`src/rtl/toggle_event_receiver.sv`:
```
// toggle_event_receiver
// Receives a toggle-encoded event line from another clock domain. Each
// transition on toggle_in (either polarity) becomes one event: a one-cycle
// event_pulse plus an increment of a saturating pending counter. The consumer
// drains pending through a valid/ready handshake. A sticky overflow flag records
// any event dropped because the counter was already full.
module toggle_event_receiver #(
    parameter int SYNC_STAGES = 2,  // synchroniser depth, must be >= 2
    parameter int CNT_W       = 4   // pending counter width
) (
    input  logic             clk,
    input  logic             rst_n,
    input  logic             toggle_in,
    input  logic             evt_ready,
    input  logic             clr_overflow,
    output logic             event_pulse,
    output logic             evt_valid,
    output logic [CNT_W-1:0] pending,
    output logic             overflow
);

    localparam logic [CNT_W-1:0] PEND_MAX = '1;
    localparam logic [CNT_W-1:0] PEND_ONE = CNT_W'(1);

    logic [SYNC_STAGES-1:0] sync_q;
    logic                   prev_q;
    logic                   pulse_q;
    logic [CNT_W-1:0]       pend_q, pend_d;
    logic                   ovf_q, ovf_d;

    logic                   sync_out;
    logic                   det;
    logic                   accept;
    logic                   at_max;
    logic                   set_ovf;

    assign sync_out = sync_q[SYNC_STAGES-1];
    assign det      = sync_out ^ prev_q;
    assign at_max   = (pend_q == PEND_MAX);
    assign accept   = evt_valid & evt_ready;
    // A detected event with no simultaneous accept and a full counter is lost.
    assign set_ovf  = det & ~accept & at_max;

    // Synchroniser chain: toggle_in lands directly in stage 0 with no logic ahead of it.
    always_ff @(posedge clk or negedge rst_n) begin
        // NOTE: every flop gets a reset value of 0, matching the sender's cleared q,
        // so nothing here can start as X and no spurious event appears at startup.
        if (!rst_n) begin
            sync_q <= '0;
        end else begin
            // NOTE: non-blocking assignments keep each stage sampling the previous
            // stage's old value, which is what makes this a shift chain.
            sync_q <= {sync_q[SYNC_STAGES-2:0], toggle_in};
        end
    end

    // Edge detector: remember the last synchronised level and register the pulse.
    always_ff @(posedge clk or negedge rst_n) begin
        if (!rst_n) begin
            prev_q  <= 1'b0;
            pulse_q <= 1'b0;
        end else begin
            prev_q  <= sync_out;
            pulse_q <= det;
        end
    end

    // Next-state logic for the saturating pending counter and sticky overflow.
    always_comb begin
        // NOTE: defaults first so every path assigns both outputs and no latch forms.
        pend_d = pend_q;
        ovf_d  = ovf_q;
        if (det && !accept) begin
            if (!at_max) begin
                pend_d = pend_q + PEND_ONE;
            end
        end else if (!det && accept) begin
            // accept implies pend_q != 0, so this never wraps below zero.
            pend_d = pend_q - PEND_ONE;
        end
        // Setting wins over a clear requested in the same cycle.
        if (set_ovf) begin
            ovf_d = 1'b1;
        end else if (clr_overflow) begin
            ovf_d = 1'b0;
        end
    end

    // Counter and overflow state registers.
    always_ff @(posedge clk or negedge rst_n) begin
        if (!rst_n) begin
            pend_q <= '0;
            ovf_q  <= 1'b0;
        end else begin
            pend_q <= pend_d;
            ovf_q  <= ovf_d;
        end
    end

    assign event_pulse = pulse_q;
    assign pending     = pend_q;
    assign overflow    = ovf_q;
    assign evt_valid   = (pend_q != '0);

endmodule

```
`config.mk`:
```
export PLATFORM = sky130hd
export DESIGN_NAME = toggle_event_receiver
export DESIGN_NICKNAME = d
export VERILOG_FILES = /design/src/rtl/toggle_event_receiver.sv
export SDC_FILE = /design/constraint.sdc
export NUM_CORES = 1
export LEC_CHECK = 0
export CELL_PAD_IN_SITES_DETAIL_PLACEMENT = 1
export CELL_PAD_IN_SITES_GLOBAL_PLACEMENT = 1
export CORE_AREA = 2 2 39 41
export DETAILED_ROUTE_END_ITERATION = 8
export DIE_AREA = 0 0 41 43
export GPL_TIMING_DRIVEN = 1
export PLACE_DENSITY_LB_ADDON = 0.05
export SYNTH_ARGS = -nofsm -noshare
export SYNTH_HDL_FRONTEND = slang
export SYNTH_SLANG_ARGS = --single-unit
```
`constraint.sdc`:
```
create_clock -name clk -period 5.2 [get_ports clk]
set_clock_uncertainty 0.2 [all_clocks]
set_input_delay 1.3 -clock clk [delete_from_list [all_inputs] [get_ports clk]]
set_output_delay 1.3 -clock clk [all_outputs]
set_load 0.02 [all_outputs]
```
==> results by group <==
Die
  – Die height: 43 um
  – IO Count: 12
  – Starting Density: 29.8%
  – Row count: 14
  – Full die area: 1760 sq um
  – Core Region: 1380 sq um
  – Die X: 41 um

Timing
  – Final period util: 66.1%
  – Slew HR: 73.1%
  – Setup TNS: 0 ns
  – # setup viols final: 0
  – Unrepaired setup endpoints after global routing: false
  – Worst-margin pin slew: about 0.40 ns
  – Hold Fails Final Rpt: 0
  – Crit path time final: 3.44 ns
  – Fmax: 291 MHz
  – Max Slew Vio Count: 0

Critical path
  – Worst EP required: 3.70 ns
  – Worst stage delay on the critical path: roughly 0.68 ns
  – Worst path cell trace: or4_2, clkdlybuf4s50_1
  – Crit path DAT: around 1.9 ns
  – Critical path's slowest cell: or4_2
  – Crit Path Max Fanout: 5
  – Crit. End Element: output pin
  – Setup Crit Path Kind: flip-flop to output pin
  – CP Launch Type: flip-flop
  – Worst reg2reg path depth: 7

Routing
  – Remaining DRCs: 0
  – DR pass1 iterations: 2
  – Drt total wl: 810 um
  – Iter 0 DRT Violations: 2
  – DR WL/cell: 13.3 um
  – Detail Route Antenna Nets: 0
  – Via density: 4.77
  – Via count: 291

Flow run
  – Max cap viols: 0

Synth
  – Syn avg cell area: 13.8 sq um
  – Yosys reg bits: 9
  – Post-Synthesis Cells: 30
  – Sequential element share of the synthesized area: 54.5%
  – Post-Syn Area: 413 sq um
  – Post-synthesis net count: 38
  – Synth unique cells: 17
  – Warnings, synthesis: 0

Global routing
  – First-pass GRT wire length: around 1.3 mm
  – Largest net degree at the start of global routing: 10
  – Gr ovfl total: 0
  – Antenna violations before repair: 0
  – Total GRT Usage: 11.6%
  – Met1 Use GR: 14.0%
  – Met3 Usage GRT: 8.38%
  – Met2 Use GR: between 10% and 20%
  – Vias in the first global route: between 200 and 300
  – Most Used Layer, Global Route: met2

Final layout
  – Final core occ: between 40% and 50%
  – Multi-input logic area: between 150 and 200 sq um
  – Antenna cell count: 0
  – Filler instances: around 150
  – Share of cells above drive strength 1: 15.6%
  – Final net count: 54
  – Sequential Area: 225 sq um
  – Area growth syn-to-layout: 37.9%

Clocking
  – # resized after CTS: 0
  – TritonCTS clock tree: yes
  – Postcts setup bufs: 0
  – Skew-Pair Late Insertion Delay: 0.26 ns
  – Total clock sinks: 9
  – Root buf cell: clkbuf_4
  – CTS buffer count: 3
  – Cts hold-fix bufs: 0
  – Max H-tree Level: 1
  – Clock Path Buffers: 2
  – Clk slew on worst S/H paths: 0.06 ns

Placement
  – Final GP Congestion: 0.676
  – PortBufs: 11
  – Detailed Place HPWL: around 610 um

Pwr
  – LEAKAGE: between 0.2 and 0.25 nW
  – Worst VDD drop: 0.196 mV
  – PwrDens: ~570 nW/um^2

Min path
  – Hold crit path type: flip-flop to flip-flop
  – Hold Crit Depth: 0

Status
  – Outcome: complete, no violations
## path summary, 6_finish.rpt
path | from | to | slack [ns]
setup / recovery | pending[3] | evt_valid | 1.76
hold / removal | sync_q[0] | sync_q[1] | 0.16
setup reg to reg | pending[3] | pending[3] | 2.82
hold reg to reg | sync_q[0] | sync_q[1] | 0.16
max in group asynchronous | rst_n | sync_q[1] | 3.38
min in group asynchronous | rst_n | pending[3] | 1.13
## per-stage QoR
stage / std cells / hold WS [ns] / setup WS, ns / area, sq um / power (mW)
finish: 61 / 0.157 / 1.76 / 569 / 0.327
floorplan: 30 / 0.131 / 2.45 / 413 / 0.211
CTS: 61 / 0.163 / 1.74 / 569 / 0.334
global route: 61 / 0.178 / 1.70 / 569 / 0.354
detailed placement: 57 / 0.150 / 1.87 / 543 / 0.278
global placement: 57 / 0.136 / 1.89 / 543 / 0.273
## metal layers
metal,vias up,part of all wire (%)
li1,137,-
met4,0,0
met1,143,43
met2,11,47
met3,0,9.8
met5,-,0
## final cells by class
type | count | area share (%)
Timing Repair Buffer | 11 | 19.3
Multi-Input combinational cell | 20 | 32.3
Sequential cell | 9 | 39.6
Tap cell | 16 | 3.52
Inverter | 1 | 0.659
Clock buffer | 4 | 4.62
## report_power, final
group	internal (mW)	switching, mW
Sequential	0.0904	0.0342
Combinational	0.0786	0.0708
Clock	0.0295	0.0234
## critical path, delay by kind of cell (launching register included)
kind                   cells  cell delay, ns
flip-flops                 1            0.44
AND/OR/NAND/NOR            1            0.68
buffers and inverters      1            0.56
## cells in the final DEF (no fill, tap or decap), types with 2 or more instances in the layout
cell type        instances
clkbuf_4                 3
clkdlybuf4s50_1         11
dfrtp_1                  9
ha_1                     2
mux2_1                   2
xor2_1                   4
## synthesized netlist by cell type, drive strengths merged
cell type / n / area share [%]
dfrtp: 9 / 55
xor2: 4 / 8.5
ha: 2 / 6.1
mux2: 2 / 5.5
nand2: 2 / 2.4
a21o: 1 / 1.8
a21oi: 1 / 1.2
fa: 1 / 4.8
inv: 1 / 0.91
mux2i: 1 / 2.4
nand3: 1 / 1.2
nand4: 1 / 1.5
o22ai: 1 / 1.5
o41ai: 1 / 3.9
or2: 1 / 1.5
or4: 1 / 2.1
## kinds of logic (layout without fill, tap and decap cells)
kind of cell    Yosys count  in the layout  synth area share [%]
compound gates            4              4                  8.49
xor+xnor                  4              4                  8.48
fa+ha+maj                 3              3                  10.9
buf+inv                   1             16                 0.908
flops                     9              9                  54.5
mux                       3              3                  7.88
simple gates              6              6                  8.79
## flip-flops by register name, indices dropped and copies added, names as in the netlist
register and count:
overflow 1, pending 4, sync_q 2, event_pulse 1, prev_q 1
Power figures use the tool's default switching activity.
